## config.mk

```make
export PLATFORM = sky130hd
export DESIGN_NAME = tanh_arbiter
export DESIGN_NICKNAME = d
export VERILOG_FILES = /design/src/rtl/tanh_arbiter.sv
export SDC_FILE = /design/constraint.sdc
export NUM_CORES = 1
export LEC_CHECK = 0
export ABC_CLOCK_PERIOD_IN_PS = 3900
export CORE_AREA = 2 2 185 187
export DETAILED_ROUTE_END_ITERATION = 6
export DIE_AREA = 0 0 187 189
export PLACE_DENSITY = 0.62
export SLEW_MARGIN = 40
export SYNTH_ARGS = -nofsm -noshare
export SYNTH_HDL_FRONTEND = slang
export SYNTH_SLANG_ARGS = --single-unit
```

## constraint.sdc

```tcl
create_clock -name clk -period 3.9 [get_ports clk]
set_input_delay 0.78 -clock clk [delete_from_list [all_inputs] [get_ports clk]]
set_output_delay 0.78 -clock clk [all_outputs]
set_load 0.01 [all_outputs]
```

## src/rtl/tanh_arbiter.sv

```systemverilog
// Round-robin sequencer sharing one variable-latency fp_tanh unit among NUM_REQ
// requesters; an operation that never completes is answered with a quiet-NaN error.
module tanh_arbiter #(
    parameter int NUM_REQ = 4,
    parameter int TIMEOUT = 1023
) (
    input  logic                   clk,
    input  logic                   rst_n,
    input  logic [NUM_REQ-1:0]     req_valid,
    input  logic [64*NUM_REQ-1:0]  req_data,
    output logic [NUM_REQ-1:0]     req_ready,
    output logic [NUM_REQ-1:0]     resp_valid,
    input  logic [NUM_REQ-1:0]     resp_ready,
    output logic [63:0]            resp_data,
    output logic                   resp_err,
    output logic                   busy,
    output logic                   tanh_start,
    output logic [63:0]            tanh_in,
    input  logic [63:0]            tanh_out,
    input  logic                   tanh_done
);

    localparam int PTR_W = $clog2(NUM_REQ);
    localparam int CNT_W = (TIMEOUT > 1) ? $clog2(TIMEOUT) : 1;
    localparam logic [PTR_W:0]   NUM_REQ_W = (PTR_W+1)'(NUM_REQ);
    localparam logic [PTR_W-1:0] LAST_IDX  = PTR_W'(NUM_REQ - 1);
    localparam logic [CNT_W-1:0] CNT_LAST  = CNT_W'(TIMEOUT - 1);
    localparam logic [63:0]      QNAN      = 64'h7FF8000000000000;

    typedef enum logic [1:0] {IDLE, ISSUE, WAIT, RESP} state_t;

    state_t           state_reg, state_next;
    logic [PTR_W-1:0] ptr_reg, ptr_next;
    logic [PTR_W-1:0] id_reg, id_next;
    logic [CNT_W-1:0] cnt_reg, cnt_next;
    logic [63:0]      op_reg, op_next;
    logic [63:0]      resp_data_reg, resp_data_next;
    logic             resp_err_reg, resp_err_next;

    logic [PTR_W-1:0] grant;
    logic [PTR_W:0]   scan_idx;
    logic             any_valid;

    // Scan downward from ptr+N-1 to ptr so the last hit is the one closest to ptr.
    always_comb begin
        grant     = '0;
        scan_idx  = '0;
        any_valid = |req_valid;
        for (int k = NUM_REQ - 1; k >= 0; k--) begin
            scan_idx = {1'b0, ptr_reg} + (PTR_W+1)'(k);
            if (scan_idx >= NUM_REQ_W)
                scan_idx = scan_idx - NUM_REQ_W;
            if (req_valid[scan_idx[PTR_W-1:0]])
                grant = scan_idx[PTR_W-1:0];
        end
    end

    always_comb begin
        state_next     = state_reg;
        ptr_next       = ptr_reg;
        id_next        = id_reg;
        cnt_next       = cnt_reg;
        op_next        = op_reg;
        resp_data_next = resp_data_reg;
        resp_err_next  = resp_err_reg;
        case (state_reg)
            IDLE: begin
                if (any_valid) begin
                    id_next    = grant;
                    op_next    = req_data[64*grant +: 64];
                    state_next = ISSUE;
                end
            end
            ISSUE: begin
                cnt_next   = '0;
                state_next = WAIT;
            end
            WAIT: begin
                cnt_next = cnt_reg + CNT_W'(1);
                // A completion in the final cycle still wins over the timeout.
                if (tanh_done) begin
                    resp_data_next = tanh_out;
                    resp_err_next  = 1'b0;
                    state_next     = RESP;
                end else if (cnt_reg == CNT_LAST) begin
                    resp_data_next = QNAN;
                    resp_err_next  = 1'b1;
                    state_next     = RESP;
                end
            end
            RESP: begin
                if (resp_ready[id_reg]) begin
                    ptr_next   = (id_reg == LAST_IDX) ? '0 : id_reg + PTR_W'(1);
                    state_next = IDLE;
                end
            end
            default: state_next = IDLE;
        endcase
    end

    always_ff @(posedge clk) begin
        if (!rst_n) begin
            state_reg     <= IDLE;
            ptr_reg       <= '0;
            id_reg        <= '0;
            cnt_reg       <= '0;
            op_reg        <= '0;
            resp_data_reg <= '0;
            resp_err_reg  <= 1'b0;
        end else begin
            state_reg     <= state_next;
            ptr_reg       <= ptr_next;
            id_reg        <= id_next;
            cnt_reg       <= cnt_next;
            op_reg        <= op_next;
            resp_data_reg <= resp_data_next;
            resp_err_reg  <= resp_err_next;
        end
    end

    genvar gi;
    generate
        for (gi = 0; gi < NUM_REQ; gi++) begin : g_port
            assign req_ready[gi]  = (state_reg == IDLE) && any_valid && (grant == PTR_W'(gi));
            assign resp_valid[gi] = (state_reg == RESP) && (id_reg == PTR_W'(gi));
        end
    endgenerate

    assign resp_data  = resp_data_reg;
    assign resp_err   = resp_err_reg;
    assign busy       = (state_reg != IDLE);
    assign tanh_start = (state_reg == ISSUE);
    assign tanh_in    = op_reg;

endmodule

```

; Word level (Yosys, flattened, before mapping)
; Cells that the tools add are included.
[classes]
addsub = 9
magnitude_cmp = 9
eq_ne = 13
n_shift = 1
muxes = 29
n_reduce_logical = 20
[ops]
columns = op, count
row1 = $shiftx A256 B9 Y64, 1
row2 = $mux W64, 2
row3 = $mux W2, 13
row4 = $pmux W10 S2, 1
row5 = $lt A2 B3 Y1 const B, 5
row6 = $eq A2 B2 Y1 const B, 6
row7 = $add A10 B1 Y10 const B, 1
row8 = $bmux W1 S2, 5
row9 = $eq A10 B10 Y1 const B, 1
row10 = $ge A3 B3 Y1 const B, 3
row11 = $logic_and A1 B1 Y1, 9
row12 = $pmux W2 S4, 1
row13 = $sub A2 B1 Y2 const B, 4
row14 = $mux W1, 7
row15 = $add A2 B2 Y3 const B, 2
row16 = $eq A2 B1 Y1 const B, 3
row17 = $logic_not A2 Y1, 3
row18 = $reduce_and A2 Y1, 3
row19 = $reduce_bool A2 Y1, 3
row20 = $ne A2 B2 Y1 const B, 2
row21 = $reduce_or A4 Y1, 1
row22 = $add A2 B1 Y3 const B, 1
row23 = $ge A2 B3 Y1 const B, 1
row24 = $ne A3 B3 Y1 const B, 1
row25 = 2 further kinds, 2
[totals]
regBits = 145
in_bits = 331
output_inout_bits = 139
elab_cells = 88

; Logic depth before layout (Yosys ltp)
; Gate-level depths: netlist (run 1).
[depth]
ltp_word = 11
mapped_depth = 9
ltp_nobuf = 7

; Worst setup path after synthesis (run 1)
; No wires, ideal clock.
[synth_path]
path_type = input port to output port
start = input port req_valid[1]
end = output port req_ready[0]
arrival_ns = 1.875
required_time_ns = 3.120
setup_slack_ns = 1.245
cell_stages = 6
path_buffers = 2
path_cell_list = o21bai_1 a221o_1 buf_2 clkbuf_1 nand2_1 nor3_1
[synth_via]
elab_chain_cells = 8
elab_cells_between_ends = 16
classes_between = 12 x mux / 4 x reduce/logical
[synth_lines]
columns = element, line_no
row1 = start: declaration, 9  ; input logic [NUM_REQ-1:0] req_valid,
row2 = $bmux W1 S2, 53  ; if (req_valid[scan_idx[PTR_W-1:0]])
row3 = $mux W1 (implied by the code), 53
row4 = $mux W2 (4 in series), 53
row5 = $logic_not A2 Y1, 124  ; assign req_ready[gi] = (state_reg == IDLE) && any_valid && (grant == PTR_W'(gi));
row6 = $logic_and A1 B1 Y1 *, 124
row7 = end: declaration, 11  ; output logic [NUM_REQ-1:0] req_ready,
; Mark *: on every way between the ends. The rest lies on a longest branch, timed or not. The select of a mux whose other input is x is not followed.

; Worst setup path in the final report (run 1)
[layout_path]
start = input port req_valid[0]
end = output port req_ready[0]
; Same word-level chain as after synthesis.

==> results of run 1 <==
[through the flow]
stage,area [sq um],power [mW],utilization,hold WS [ps],setup slack [ps]
final,12900,5.75,0.386,468,240
after global routing,12900,6.06,0.386,490,67.2
after CTS,12800,5.82,0.386,474,258
after detailed placement,12200,4.07,0.368,458,275
after global placement,12200,4.06,0.367,455,282
after floorplan,7130,2.85,-,449,1250
[cell usage in the layout (no fill, tap or decap), types with 2 or more instances in the layout]
cell type / Yosys / routed
sky130_fd_sc_hd__a21boi_0: 37 / 37
sky130_fd_sc_hd__a21boi_1: 30 / 30
sky130_fd_sc_hd__a21oi_1: 7 / 7
sky130_fd_sc_hd__a221o_4: 0 / 2
sky130_fd_sc_hd__a22o_1: 52 / 52
sky130_fd_sc_hd__and2_1: 6 / 5
sky130_fd_sc_hd__and3_1: 66 / 65
sky130_fd_sc_hd__buf_12: 0 / 4
sky130_fd_sc_hd__buf_4: 1 / 10
sky130_fd_sc_hd__buf_6: 7 / 2
sky130_fd_sc_hd__bufinv_16: 0 / 2
sky130_fd_sc_hd__clkbuf_16: 0 / 17
sky130_fd_sc_hd__clkdlybuf4s50_1: 0 / 469
sky130_fd_sc_hd__clkinv_4: 0 / 3
sky130_fd_sc_hd__dfxtp_1: 145 / 145
sky130_fd_sc_hd__ha_1: 10 / 10
sky130_fd_sc_hd__inv_1: 10 / 10
sky130_fd_sc_hd__inv_2: 2 / 2
sky130_fd_sc_hd__inv_6: 0 / 4
sky130_fd_sc_hd__inv_8: 0 / 2
sky130_fd_sc_hd__mux2i_1: 65 / 65
sky130_fd_sc_hd__nand2_1: 81 / 81
sky130_fd_sc_hd__nand3_1: 2 / 2
sky130_fd_sc_hd__nand4_1: 3 / 3
sky130_fd_sc_hd__nor2_1: 12 / 12
sky130_fd_sc_hd__nor2b_1: 5 / 3
sky130_fd_sc_hd__nor2b_4: 0 / 2
sky130_fd_sc_hd__nor3_1: 2 / 2
sky130_fd_sc_hd__o211ai_1: 64 / 64
sky130_fd_sc_hd__o21ai_0: 37 / 37
sky130_fd_sc_hd__o21ai_1: 34 / 34
sky130_fd_sc_hd__o221a_2: 12 / 12
sky130_fd_sc_hd__or3_1: 3 / 3
sky130_fd_sc_hd__xor2_1: 5 / 5
[power by group]
| part | switching [mW] | internal (mW) | leakage, nW |
|---|---|---|---|
| Clock | 0.750 | 0.964 | 0.291 |
| Combinational | 0.937 | 1.16 | 3.55 |
| Sequential | 0.166 | 1.78 | 1.18 |
[path summary, 6_finish.rpt]
| kind | startpoint | endpoint |
|---|---|---|
| max | req_valid[0] | req_ready[0] |
| min | tanh_in[62] | tanh_in[62] |
| max reg2reg | cnt_reg[0] | resp_data[3] |
| min reg2reg | tanh_in[62] | tanh_in[62] |
[critical path, cell delays in order]
cell and delay [ps]:
sky130_fd_sc_hd__clkdlybuf4s50_1 610, sky130_fd_sc_hd__a21oi_1 100, sky130_fd_sc_hd__o21ai_0 420, sky130_fd_sc_hd__a21oi_1 170
sky130_fd_sc_hd__nor3_1 220, sky130_fd_sc_hd__clkdlybuf4s50_1 570
[final cells by class]
class,instances,area (sq um),area share
clock buffers,17,425,0.0331
clock inverters,14,173,0.0134
inverters,12,45.0,0.00350
multi-input cells,549,3880,0.302
flip-flops and latches,145,2900,0.226
well taps,448,561,0.0436
repair buffers,485,4870,0.379
[cell families after synthesis]
logic type / share of synthesized area
buffers and inverters: 0.0558
muxes: 0.0944
xor gates and xnor gates: 0.00737
adders and majority gates: 0.0176
AOI/OAI and AO/OA: 0.289
and+or+nand+nor: 0.129
DFF: 0.407
[metal layers]
metal | global-route usage | up-vias
met5 | 0 | -
met4 | 0.0491 | 0
met3 | 0.0365 | 21
met2 | 0.284 | 251
met1 | 0.211 | 3666
li1 | - | 3731
==> summary.log, run 1 <==
qor: logic_synthesis.avgSynthCellArea 9.18 sq um
qor: logic_synthesis.top_post_synthesis_cells_by_area sky130_fd_sc_hd__dfxtp_1, sky130_fd_sc_hd__mux2i_1, sky130_fd_sc_hd__o211ai_1
qor: logic_synthesis.yosysWarnings 0
qor: clock_network.postCtsSetupRepairBufs 0
qor: logic_synthesis.ys_seq_elements 145
qor: power_and_ir_drop.powerDensity 447 nW/um^2
qor: logic_synthesis.synth_most_common_cell sky130_fd_sc_hd__dfxtp_1
qor: timing.clock.fmax 273 MHz
qor: detailed_routing.ant_nets 0
qor: clock_network.tritoncts_clock_tree yes
qor: setup_path.timing.reg2reg.setup_slack 1480 ps
qor: place.place.gp.congestion 0.871
qor: global_route.globalRoute.totalOverflow 0
qor: logic_synthesis.synth_top_area_share 0.407
qor: setup_path.data_required_critical_path 3120 ps
qor: final_layout.fillers 3345
qor: place.place_hpwl 23100 microns
qor: detailed_routing.routed-wl-met3 1610 microns
qor: setup_path.endpoint_kind output pin
qor: clock_network.hold_buffers 0
qor: timing.final.setup.tns 0 ps
qor: timing.pins_over_their_slew_limit 0
qor: timing.report.final.setup_viol 0
qor: global_route.globalRouteTotalUtil 0.167
qor: logic_synthesis.post_synth_inst_count 777
qor: timing.slew-limit-headroom 0.560
qor: timing.rsz0062_at_grt false
qor: clock_network.worst_skew_pair.late_latency 420 ps
qor: final_layout.num_antenna_cells 0
qor: final_layout.finish.net_count 1551
qor: floorplanning.die_width 187 microns
qor: detailed_routing.top_layer met4
qor: run_status.status complete, no violations
qor: detailed_routing.drc_errors 0
qor: job.timing.max_cap.violations 0
qor: final_layout.fin_cells 1670
qor: floorplanning.dieArea 35300 sq um
qor: global_route.largest_net_degree_at_the_start_of_global_routing 94
qor: power_and_ir_drop.vdd_ir_drop_max 0.000287 V
qor: clock_network.clock_tree.htree_level_count 4
qor: final_layout.area_delta_synth_final 80.4%
qor: timing.timing.clock.skew 12.4 ps
qor: logic_synthesis.number_of_synthesized_flops_with_an_enable_pin 0
qor: detailed_routing.totalWireLength 30900 microns
qor: logic_synthesis.ys_top_cells_by_count sky130_fd_sc_hd__dfxtp_1, sky130_fd_sc_hd__nand2_1, sky130_fd_sc_hd__and3_1
qor: place.port_buffers 469
qor: power_and_ir_drop.power_leakage 5.02 nW
qor: detailed_routing.detail_route.wl_per_cell 18.5 microns
qor: detailed_routing.dr_total_vias 7669
qor: hold_path.min_path_cells 2
qor: detailed_routing.drt-pass1-iter-count 4
qor: setup_path.criticalPathCategory in2out
qor: clock_network.post_cts.resized_instances 0
qor: logic_synthesis.synth_sequential_area_ratio 0.407
qor: setup_path.worst-path-max-fanout 6
qor: detailed_routing.vias_per_cell 4.59
qor: hold_path.worst_hold_path_type reg2reg
qor: global_route.number_of_global_route_vias_before_repair 7466
qor: detailed_routing.detail_route.iter0.violations 345
qor: floorplanning.initial_utilization 0.214
qor: final_layout.final_layout_size_suffix_gt1_frac 0.0581
qor: clock_network.cts_buffer_depth 2
qor: place.dpl.cell_count 1638
qor: clock_network.clock-root-buffer sky130_fd_sc_hd__clkbuf_16
qor: detailed_routing.met2_length 15200 microns
qor: timing.final_period_minus_worst_setup_slack 3660 ps
qor: floorplanning.boundaryPins 470
qor: timing.hold_violations 0
qor: setup_path.worst_ep_arrival_time 2880 ps
qor: logic_synthesis.synthDominantAreaCellType sky130_fd_sc_hd__dfxtp_1
qor: timing.fin_crit_sh 0.939
qor: logic_synthesis.mappedNetlistNets 1118
qor: detailed_routing.total_routed_wire_length_on_the_met1_layer 13600 microns
qor: global_route.grt_pass1_wl 45600 microns
qor: floorplanning.die_h 189 microns
qor: setup_path.worstSetupStartpointType input pin
qor: logic_synthesis.synth_flop_cell sky130_fd_sc_hd__dfxtp_1
qor: floorplanning.fp_rows 67
qor: global_route.grt_antenna_before_repair 1
qor: clock_network.cts_sinks 145
qor: floorplanning.core_area 33300 sq um
qor: logic_synthesis.post_synth_instance_area 7130 sq um
qor: clock_network.cts-buffers-inserted 17
qor: setup_path.reg2regPathDepth 9
qor: clock_network.clkSlewWorstSetupHoldPaths 60 ps
qor: logic_synthesis.synth-async-reset-ratio 0
qor: logic_synthesis.synth_cell_types 44
qor: timing.worst_slew_pin_slew 660 ps
No activity file was read; power rests on OpenSTA's default activity.
==> run 2: changes to the inputs <==
--- a/config.mk
+++ b/config.mk
@@ -6,9 +6,10 @@
 export NUM_CORES = 1
 export LEC_CHECK = 0
 export ABC_CLOCK_PERIOD_IN_PS = 3900
-export CORE_AREA = 2 2 185 187
+export CORE_AREA = 2 2 183 185
+export CTS_BUF_LIST = sky130_fd_sc_hd__clkbuf_8
 export DETAILED_ROUTE_END_ITERATION = 6
-export DIE_AREA = 0 0 187 189
+export DIE_AREA = 0 0 185 187
 export PLACE_DENSITY = 0.62
 export SLEW_MARGIN = 40
 export SYNTH_ARGS = -nofsm -noshare
==> summary.log, run 2 (same netlist as run 1, synthesis figures left out) <==
qor: setup_path.worst-path-max-fanout 6
qor: final_layout.num_antenna_cells 0
qor: final_layout.design_area 12700 sq um
qor: power_and_ir_drop.share_comb_of_total_power 0.392
qor: hold_path.worstHoldStart resp_data[17]
qor: hold_path.worst_hold_path_type reg2reg
qor: global_route.grt_antenna_before_repair 0
qor: detailed_routing.vias_per_cell 4.60
qor: floorplanning.die_width 185 microns
qor: place.dpl.cell_count 1640
qor: detailed_routing.drt-pass1-iter-count 5
qor: clock_network.cts-buffers-inserted 17
qor: run_status.status complete, no violations
qor: timing.rsz0062_at_grt false
qor: final_layout.fin_cells 1672
qor: clock_network.hold_buffers 0
qor: power_and_ir_drop.p_int 3.53 mW
qor: clock_network.post_cts.resized_instances 0
qor: floorplanning.initial_utilization 0.217
qor: global_route.globalRoute.totalOverflow 0
qor: final_layout.postLayoutCoreUtil 0.385
qor: power_and_ir_drop.powerDensity 423 nW/um^2
qor: global_route.grt_pass1_wl 45700 microns
qor: setup_path.criticalPathCategory in2out
qor: final_layout.final_layout_size_suffix_gt1_frac 0.0605
qor: floorplanning.die_h 187 microns
qor: timing.timing.clock.skew 14.6 ps
qor: final_layout.area_delta_synth_final 77.7%
qor: setup_path.crit_path_cell_trace clkdlybuf4s50_1 -> a21oi_1 -> o21ai_0 -> a21oi_1 -> nor3_1 -> clkdlybuf4s50_1
qor: global_route.number_of_global_route_vias_before_repair 7463
qor: setup_path.worst-path-buf-inv 2
qor: detailed_routing.detail_route.iter0.violations 326
qor: floorplanning.fp_rows 67
qor: final_layout.fillers 3311
qor: job.timing.max_cap.violations 0
qor: power_and_ir_drop.power.net_switching 1.83 mW
qor: clock_network.tritoncts_clock_tree yes
qor: power_and_ir_drop.power.share.sequential 0.363
qor: global_route.largest_net_degree_at_the_start_of_global_routing 130
qor: setup_path.regToRegStartpoint cnt_reg[0]
qor: floorplanning.core_area 32900 sq um
qor: setup_path.critical_path.max_stage_delay 610 ps
qor: final_layout.final_cell_mix sky130_fd_sc_hd__clkdlybuf4s50_1, sky130_fd_sc_hd__dfxtp_1, sky130_fd_sc_hd__nand2_1
qor: setup_path.critPathLaunch req_valid[0]
qor: setup_path.worst_ep_arrival_time 2930 ps
qor: place.placement.setup.worst_slack 234 ps
qor: setup_path.crit_slowest_cell sky130_fd_sc_hd__clkdlybuf4s50_1
qor: timing.slew-limit-headroom 0.423
qor: timing.fin_crit_sh 0.951
qor: clock_network.clkSlewWorstSetupHoldPaths 80 ps
qor: detailed_routing.dr_total_vias 7699
qor: setup_path.worstSetupStartpointType input pin
qor: power_and_ir_drop.power_switching_share 0.341
qor: power_and_ir_drop.power_leakage 4.93 nW
qor: timing.holdWs 479 ps
qor: final_layout.mostFrequentLayoutCell sky130_fd_sc_hd__clkdlybuf4s50_1
qor: timing.pins_over_their_slew_limit 0
qor: clock_network.clock_tree.htree_level_count 4
qor: detailed_routing.ant_nets 0
qor: clock_network.clock-root-buffer sky130_fd_sc_hd__clkbuf_8
qor: timing.clock.fmax 270 MHz
qor: global_route.globalRouteTotalUtil 0.175
qor: timing.report.final.setup_viol 0
qor: place.postPlaceCellArea 12300 sq um
qor: setup_path.crit_family buffers and inverters
qor: final_layout.finish.net_count 1552
qor: power_and_ir_drop.vdd_ir_drop_max 0.000246 V
qor: timing.final_critical_path_setup_slack 193 ps
qor: place.place_hpwl 23100 microns
qor: place.port_buffers 469
qor: clock_network.postCtsSetupRepairBufs 0
qor: timing.worst_slew_pin_slew 865 ps
qor: setup_path.endpoint_kind output pin
qor: timing.final_period_minus_worst_setup_slack 3710 ps
qor: clock_network.worst_skew_pair.late_latency 500 ps
qor: floorplanning.boundaryPins 470
qor: timing.hold_violations 0
qor: detailed_routing.detail_route.wl_per_cell 18.8 microns
qor: power_and_ir_drop.total_power 5.35 mW
qor: place.place.gp.congestion 0.849
qor: power_and_ir_drop.pwr-share-clk 0.244
qor: clock_network.cts_buffer_depth 2
qor: floorplanning.dieArea 34600 sq um
qor: setup_path.data_required_critical_path 3120 ps
qor: detailed_routing.drc_errors 0
qor: timing.final.setup.tns 0 ps
qor: detailed_routing.totalWireLength 31400 microns
qor: clock_network.cts_sinks 145
## run 2: cell types whose count changed in the layout (fill, tap and decap cells not counted), moves of 2 or more
cell	delta
sky130_fd_sc_hd__clkbuf_8	+18
sky130_fd_sc_hd__clkinvlp_4	+2
sky130_fd_sc_hd__inv_6	+2
sky130_fd_sc_hd__clkinv_4	-2
sky130_fd_sc_hd__clkbuf_16	-17
sky130_fd_sc_hd__buf_4	+4
sky130_fd_sc_hd__buf_6	-2
## run 2: layout make-up
type	count	area (sq um)	share of cell area
repair buffers	486	4860	0.384
clock inverters	14	166	0.0131
inverters	12	45.0	0.00356
clock buffers	18	248	0.0196
multi-input cells	549	3880	0.307
flip-flops and latches	145	2900	0.229
well taps	448	561	0.0443
## run 2: final timing paths
path	endpoint	slack [ps]	cells after the start
min	resp_data[17]	480	1
min reg2reg	resp_data[17]	480	1
max reg2reg	resp_data[40]	1260	8
max	req_ready[0]	190	6
## run 2: routing by layer
metal,up-vias,track usage,part of all wire
li1,3731,-,-
met1,3716,0.219,0.44
met2,232,0.297,0.49
met3,20,0.0456,0.057
met4,0,0.0421,0.011
met5,-,0,0
## run 2: power groups by stage
stage / clock network (mW) / registers, mW / logic (mW)
global placement: 0 / 1.97 / 2.09
detailed placement: 0 / 1.98 / 2.10
global route: 1.42 / 1.98 / 2.24
finish: 1.31 / 1.95 / 2.10
floorplan: 0 / 2.09 / 0.766
CTS: 1.36 / 1.95 / 2.12
## run 2: worst reg2reg max path, delay by kind of cell (launching register included)
family | cells | cell delay (ps)
flops | 1 | 390
simple gates | 3 | 910
fa+ha+maj | 1 | 190
compound gates | 2 | 570
buf+inv | 2 | 540
